===== config.mk =====
export PLATFORM = sky130hd
export DESIGN_NAME = bcd_pair_ctrl
export DESIGN_NICKNAME = d
export VERILOG_FILES = /design/src/rtl/bcd_pair_ctrl.sv
export SDC_FILE = /design/constraint.sdc
export NUM_CORES = 1
export LEC_CHECK = 0
export BUFFER_PORTS_ARGS = -buffer_cell sky130_fd_sc_hd__buf_2
export CAP_MARGIN = 5
export CORE_MARGIN = 4
export CORE_UTILIZATION = 49
export CTS_CLUSTER_SIZE = 16
export DETAILED_ROUTE_END_ITERATION = 7
export PLACE_DENSITY = 0.78
export SYNTH_ARGS = -nofsm -noshare
export SYNTH_HDL_FRONTEND = slang
export SYNTH_SLANG_ARGS = --single-unit

===== constraint.sdc =====
create_clock -name clk_i -period 2.21 [get_ports clk_i]
set_input_delay 0.3315 -clock clk_i [delete_from_list [all_inputs] [get_ports clk_i]]
set_output_delay 0.3315 -clock clk_i [all_outputs]
set_load 0.005 [all_outputs]

===== src/rtl/bcd_pair_ctrl.sv =====
// Sequencer that pairs a serial BCD digit stream into tens/units for an external
// two-digit decoder, registers its result and hands it downstream with backpressure.
module bcd_pair_ctrl #(
    parameter int ERR_CNT_W = 8
) (
    input  logic                 clk_i,
    input  logic                 rstn_i,
    input  logic                 clear_i,
    input  logic [3:0]           digit_i,
    input  logic                 digit_valid_i,
    output logic                 digit_ready_o,
    output logic [3:0]           dec_tens_o,
    output logic [3:0]           dec_units_o,
    input  logic [6:0]           dec_number_i,
    input  logic                 dec_error_i,
    output logic [6:0]           number_o,
    output logic                 error_o,
    output logic                 valid_o,
    input  logic                 ready_i,
    output logic                 busy_o,
    output logic [ERR_CNT_W-1:0] err_cnt_o
);

    typedef enum logic [1:0] {
        S_TENS,
        S_UNITS,
        S_CALC,
        S_OUT
    } state_t;

    state_t state, state_nxt;

    always_ff @(posedge clk_i or negedge rstn_i) begin
        if (!rstn_i) begin
            state <= S_TENS;
        end else begin
            state <= state_nxt;
        end
    end

    always_comb begin
        state_nxt     = state;
        digit_ready_o = 1'b0;
        busy_o        = (state != S_TENS);
        case (state)
            S_TENS: begin
                digit_ready_o = 1'b1;
                if (digit_valid_i) state_nxt = S_UNITS;
            end
            S_UNITS: begin
                digit_ready_o = 1'b1;
                if (digit_valid_i) state_nxt = S_CALC;
            end
            S_CALC: begin
                state_nxt = S_OUT;
            end
            S_OUT: begin
                if (ready_i) state_nxt = S_TENS;
            end
            default: state_nxt = S_TENS;
        endcase
        // Abort wins over any handshake in flight.
        if (clear_i) state_nxt = S_TENS;
    end

    always_ff @(posedge clk_i or negedge rstn_i) begin
        if (!rstn_i) begin
            dec_tens_o  <= '0;
            dec_units_o <= '0;
            number_o    <= '0;
            error_o     <= 1'b0;
            valid_o     <= 1'b0;
            err_cnt_o   <= '0;
        end else if (clear_i) begin
            valid_o <= 1'b0;
        end else begin
            case (state)
                S_TENS: begin
                    if (digit_valid_i) dec_tens_o <= digit_i;
                end
                S_UNITS: begin
                    if (digit_valid_i) dec_units_o <= digit_i;
                end
                S_CALC: begin
                    // The decoder may float its number on error; force a clean zero instead.
                    error_o  <= dec_error_i;
                    number_o <= dec_error_i ? 7'd0 : dec_number_i;
                    valid_o  <= 1'b1;
                    if (dec_error_i && (err_cnt_o != {ERR_CNT_W{1'b1}}))
                        err_cnt_o <= err_cnt_o + 1'b1;
                end
                S_OUT: begin
                    if (ready_i) valid_o <= 1'b0;
                end
                default: ;
            endcase
        end
    end

endmodule

## Yosys cells after proc, flatten, opt, wreduce, memory -nomap -nowiden

Index checks and enable logic that the tools add are counted.

| operators by class | value |
|---|---|
| add/sub/neg operators | 1 |
| $mul | 0 |
| div/mod/pow operators | 0 |
| $lt $le $gt $ge | 0 |
| equal/unequal tests | 7 |
| shift-type cells | 0 |
| mux-type cells | 10 |
| bitwise gates (word level) | 1 |
| reductions and logical operators | 11 |

Operators with widths:

| kind | count |
|---|---|
| AND reduction 3 bit | 4 |
| inequality test 3 bit, second input constant | 3 |
| adder 8 x 1 -> 8 bit, second input constant | 1 |
| two-way mux 2 bit | 4 |
| inequality test 8 bit, second input constant | 1 |
| one-hot mux 2 bit (4 select lines) | 1 |
| two-way mux 7 bit | 1 |
| equality test 2 bit, second input constant | 2 |
| AND reduction 2 bit | 2 |
| two-way mux 1 bit | 3 |
| nonzero test 3 bit | 1 |
| equality test 2 x 1 -> 1 bit, second input constant | 1 |
| zero test 2 bit | 1 |
| one-hot mux 1 bit (2 select lines) | 1 |
| nonzero test 2 bit | 1 |
| OR reduction 2 bit | 1 |
| logical AND 1 bit | 1 |
| inverter 1 bit | 1 |

| word-level totals | value |
|---|---|
| bits in registers | 27 |
| latch bits | 0 |
| memory bits (writable) | 0 |
| ROM bits | 0 |
| input port bits | 17 |
| memories kept | 0 |

## Depth between registers and ports, before layout

| depth | value |
|---|---|
| depth after elaboration | 3 |
| gate-level depth with buffers | 7 |
| mapped depth without buffers | 5 |

## Worst setup path after synthesis

OpenSTA, ideal clock, no wires.

| timing path | value |
|---|---|
| path type | flip-flop to flip-flop |
| start point | register state[0] |
| end point | register err_cnt_o[6] |
| library setup time | 0.125 ns |
| arrival time | 1.442 ns |
| setup slack | 0.644 ns |
| stages on the path, launching flop included | 6 |
| buffers on the path | 0 |
| clock period less this slack | 1.566 ns |
| cells stage by stage | dfrtp_1 inv_1 ha_1 nand3b_1 nor3_1 mux2_2 |

| between the ends | value |
|---|---|
| cells in the longest elaborated chain, start to end | 2 |

Ends and longest elaborated chain:

| item | RTL line | source |
|---|---|---|
| from (decl) | 31 | `state_t state, state_nxt;` |
| from (signal assigned) | 37 | `state <= state_nxt;` |
| equality test 2 bit | 77 | `case (state)` |
| AND reduction 3 bit (no source line) | n/a |  |
| to (signal assigned) | 90 | `err_cnt_o <= err_cnt_o + 1'b1;` |
| to (decl) | 21 | `output logic [ERR_CNT_W-1:0] err_cnt_o` |

Every way passes these cells.
A chain may end at the register's enable or synchronous reset.

## Worst setup path after layout

| timing path | value |
|---|---|
| start point | register state[1] |
| end point | output digit_ready_o |

| between the ends | value |
|---|---|
| cells in the longest elaborated chain, start to end | 3 |
| elaborated cells between the ends (all ways) | 4 |

Ends and longest elaborated chain:

| item | RTL line | source |
|---|---|---|
| equality test 2 x 1 -> 1 bit or zero test 2 bit (tied branches) | 45 | `case (state)` |
| OR reduction 2 bit (no source line) * | n/a |  |
| two-way mux 1 bit * | 45 |  |
| to (decl) | 11 | `output logic digit_ready_o,` |

Mark *: on every way between the ends. The rest lies on a longest branch, timed or not.

==> metrics.log <==
[metrics] outcome: finished with violations
[metrics] violations in the final reports: negative hold slack
[metrics] logic gate share of total power: between 30% and 40%
[metrics] synthesis-stage register bit count: 27
[metrics] fraction of layout instances using a drive strength above 1: between 40% and 50%
[metrics] number of setup buffers added after CTS: 0
[metrics] Routed WL per cell: 13.9 µm
[metrics] slowest stage cell on the critical path: sky130_fd_sc_hd__dfrtp_1
[metrics] dominant cells by area after synthesis: sky130_fd_sc_hd__dfrtp_1 51%, sky130_fd_sc_hd__mux2_2 8.5%, sky130_fd_sc_hd__ha_1 4.7%
[metrics] CTS H-Tree Depth: 1
[metrics] fraction of the yosys area taken by sequential cells: 50.9%
[metrics] number of primary I/O pins: 44
[metrics] wire length of the first global-routing pass: 4.36 mm
[metrics] Final Worst Setup Slack: ~340 ps
[metrics] top-count cell post-synth: sky130_fd_sc_hd__dfrtp_1
[metrics] RSZ-0062 raised after global routing: no
[metrics] Mapped Nets: approximately 140
[metrics] DR vias/cell: approximately 5.3
[metrics] post-cts gate resize count: 0
[metrics] Yosys top cell by area: sky130_fd_sc_hd__dfrtp_1
[metrics] crit path kind: flop to primary output
[metrics] buffer cell driving the clock tree root: sky130_fd_sc_hd__clkbuf_4
[metrics] die outline area: approximately 3600 µm²
[metrics] number of placed cells counting well taps: about 180
[metrics] first element of the critical path: state[1]$_DFFE_PN0P_
[metrics] number of routed nets with antenna violations: 0
[metrics] static leakage: about 0.8 nW
[metrics] EDFF count, synth: 0
[metrics] netlist area before placement: 1330 µm²
[metrics] source-to-sink clock delay at the later pin of the worst-skew pair: ~330 ps
[metrics] total count of max-transition violations in the final report: 0
[metrics] setup clock skew after layout: about 7.7 ps
[metrics] CP Data Required Time: roughly 1900 ps
[metrics] Die Y: ~60 µm
[metrics] clock slew at reported path FFs: about 150 ps
[metrics] worst-case clock buffer depth: 2
[metrics] number of sinks handled by clock tree synthesis: 27
[metrics] TritonCTS clock tree: done
[metrics] Via Count: around 990
[metrics] detailed-routing iteration count for the pre-antenna-repair pass: 4
[metrics] synth-to-layout area growth: 19.3%
[metrics] pin count of the biggest net entering global routing: 28
[metrics] Achievable Freq: 0.536 GHz
[metrics] pre-CTS worst setup slack: approximately 530 ps
[metrics] count of hold-fix buffers inserted at cts: 0
[metrics] total overflow reported by the global router: 0
[metrics] DRC viols: 0
[metrics] max-capacitance violation count: 0
[metrics] power per cell area: 1000 nW/µm²
[metrics] placer congestion estimate: 0.837
[metrics] top flip-flop cell by instance count after synthesis: sky130_fd_sc_hd__dfrtp_1
[metrics] CORE AREA: between 2000 and 3000 µm²
[metrics] die boundary width: around 60 µm
[metrics] number of buffers created by CTS: 3
[metrics] total net switching power: approximately 550 µW
[metrics] crit path launch type: flop
[metrics] final non-filler cell area: 1580 µm²
[metrics] iteration-0 DRC count of the detailed router: 39
[metrics] worst hold-check slack: -15.2 ps
[metrics] post-synth cell types: 33
[metrics] mean instance size in the synthesized netlist: approximately 12 µm²
[metrics] portion of synthesized cell area occupied by the leading cell type: 50.9%
[metrics] path class of the lowest-slack min-delay path: primary input to async pin
[metrics] worst slew pin tran: 584 ps
[metrics] share of the clock period used by the worst path after layout: between 80% and 90%
[metrics] relative contribution of the clock network to total power: 13.4%
[metrics] count of antenna diodes in the layout: 0
[metrics] reg2reg end: err_cnt_o[6]$_DFFE_PN0P_
[metrics] Sw Ratio: 34.4%
[metrics] asr flop ratio synth: between 90% and 100%
[metrics] filler cell count: 220
[metrics] worst r2r src: state[0]$_DFFE_PN0P_
[metrics] Worst IR Drop VDD: 745 µV
[metrics] number of antenna violations at the first check in global routing: 0
[metrics] CP Data Arrival Time: approximately 1500 ps
[metrics] number of global-route vias before repair: between 900 and 1,000
[metrics] internal power: between 1 and 1.5 mW
[metrics] sequential fraction of design power: ~49%
[metrics] Final Net Count: 180
[metrics] count of cells along the worst register-to-register path: 5
[metrics] leading post-synthesis cells by instance count: 27 x sky130_fd_sc_hd__dfrtp_1, 15 x sky130_fd_sc_hd__nand2_1, 10 x sky130_fd_sc_hd__mux2_2
[metrics] Final Hold Vio Count: 27
[metrics] highest fanout seen on the critical path: 5
[metrics] PortBufs: between 40 and 50
[metrics] Max-Slew Margin vs Limit: 61.1%
[metrics] total wirelength of the detailed-routed design: between 2 and 3 mm
[metrics] Crit path largest cell delay: approximately 430 ps
[metrics] final-report setup violation count: 0
[metrics] Cell Rows: 18
[metrics] post-layout min period: around 1900 ps
[metrics] Setup TNS Final: 0 ps
[metrics] HPWL after detailed placement: roughly 2 mm
[metrics] synthesized instance count: between 100 and 150
[metrics] non-filler instance count after layout: 187
[metrics] capturing element type of the critical path: primary output
[metrics] GR Util All Layers: 15.9%
[metrics] Register-to-Register Setup Slack: 510 ps
[metrics] Cell Chain, Critical Path: inv_1 -> ha_1 -> or2_2 -> buf_2
[metrics] Starting Density: 52.6%
[metrics] Yosys warning count: 0
[metrics] cell area after placement: 1560 µm²
==> per-layer routing <==
| layer | vias to the layer above | part of all wire [%] | global-route usage [%] |
|---|---|---|---|
| met1 | 481 | 42 | 20.2 |
| li1 | 480 | - | - |
| met4 | 0 | 1.1 | 4.75 |
| met2 | 23 | 51 | 27.3 |
| met5 | - | 0 | 0 |
| met3 | 4 | 6.0 | 2.81 |
==> layout by cell type, fill, tap and decap left out, types with 2 or more instances in the layout <==
| master | count |
|---|---|
| sky130_fd_sc_hd__dfrtp_1 | 27 |
| sky130_fd_sc_hd__xnor2_1 | 2 |
| sky130_fd_sc_hd__clkbuf_4 | 3 |
| sky130_fd_sc_hd__buf_2 | 43 |
| sky130_fd_sc_hd__ha_1 | 5 |
| sky130_fd_sc_hd__a211oi_1 | 2 |
| sky130_fd_sc_hd__nand3_1 | 3 |
| sky130_fd_sc_hd__a21oi_1 | 3 |
| sky130_fd_sc_hd__inv_1 | 4 |
| sky130_fd_sc_hd__nor2_1 | 3 |
| sky130_fd_sc_hd__xor2_1 | 3 |
| sky130_fd_sc_hd__nand2_1 | 15 |
| sky130_fd_sc_hd__nand2b_1 | 8 |
| sky130_fd_sc_hd__a2111oi_4 | 2 |
| sky130_fd_sc_hd__mux2_2 | 10 |
| sky130_fd_sc_hd__o21ai_0 | 7 |
==> final cells by class <==
class	count	area (µm²)	area share (%)
Sequential cell	27	676	42.7
Multi-Input combinational cell	79	612	38.7
Timing Repair Buffer	43	215	13.6
Tap cell	30	37.5	2.37
Clock buffer	3	22.5	1.42
Inverter	4	15.0	0.949
Clock inverter	1	5.00	0.316
==> per-stage QoR <==
step / utilization, % / total power, mW / hold slack (ps)
after detailed placement: 61.7 / 1.40 / 372
final: 62.7 / 1.59 / -15.2
after global routing: 62.7 / 1.73 / 10.8
after floorplan: - / 1.13 / 35.9
after CTS: 62.7 / 1.62 / 2.14
after global placement: 61.7 / 1.37 / 361
==> worst max-delay path: cells and delay by family (launching register included) <==
family                     cells  cell delay, ps
adders and majority gates      1             240
buffers and inverters          2             240
DFF                            1             430
and+or+nand+nor                1             300
==> flip-flops by register name (all words and copies together) (netlist names) <==
name and cells:
dec_units_o 4, err_cnt_o 8, state 2, error_o 1
dec_tens_o 4, valid_o 1, number_o 7
==> worst max-delay path by stage <==
stage,slack (ps),to,depth (start not counted)
after floorplan,640,err_cnt_o[6]$_DFFE_PN0P_,5
after global placement,600,err_cnt_o[6]$_DFFE_PN0P_,5
after detailed placement,530,err_cnt_o[6]$_DFFE_PN0P_,5
after CTS,320,digit_ready_o,4
after global routing,240,digit_ready_o,4
final,340,digit_ready_o,4
==> kinds of logic after synthesis <==
family	after synthesis	synth area share (%)
AND/OR/NAND/NOR	40	17.7
XOR/XNOR	5	3.30
multiplexers	10	8.49
AO/OA/AOI/OAI	19	11.9
adder cells (fa/ha/maj)	5	4.72
buffers and inverters	7	2.92
flip-flops	27	50.9
==> power by group through the flow <==
stage	clock network, mW	logic (mW)	registers [mW]
after floorplan	0	0.337	0.790
after global placement	0	0.597	0.770
after detailed placement	0	0.620	0.783
after CTS	0.224	0.622	0.771
after global routing	0.246	0.690	0.793
final	0.213	0.604	0.771
Note: power is estimated with default switching activity, not from simulation.
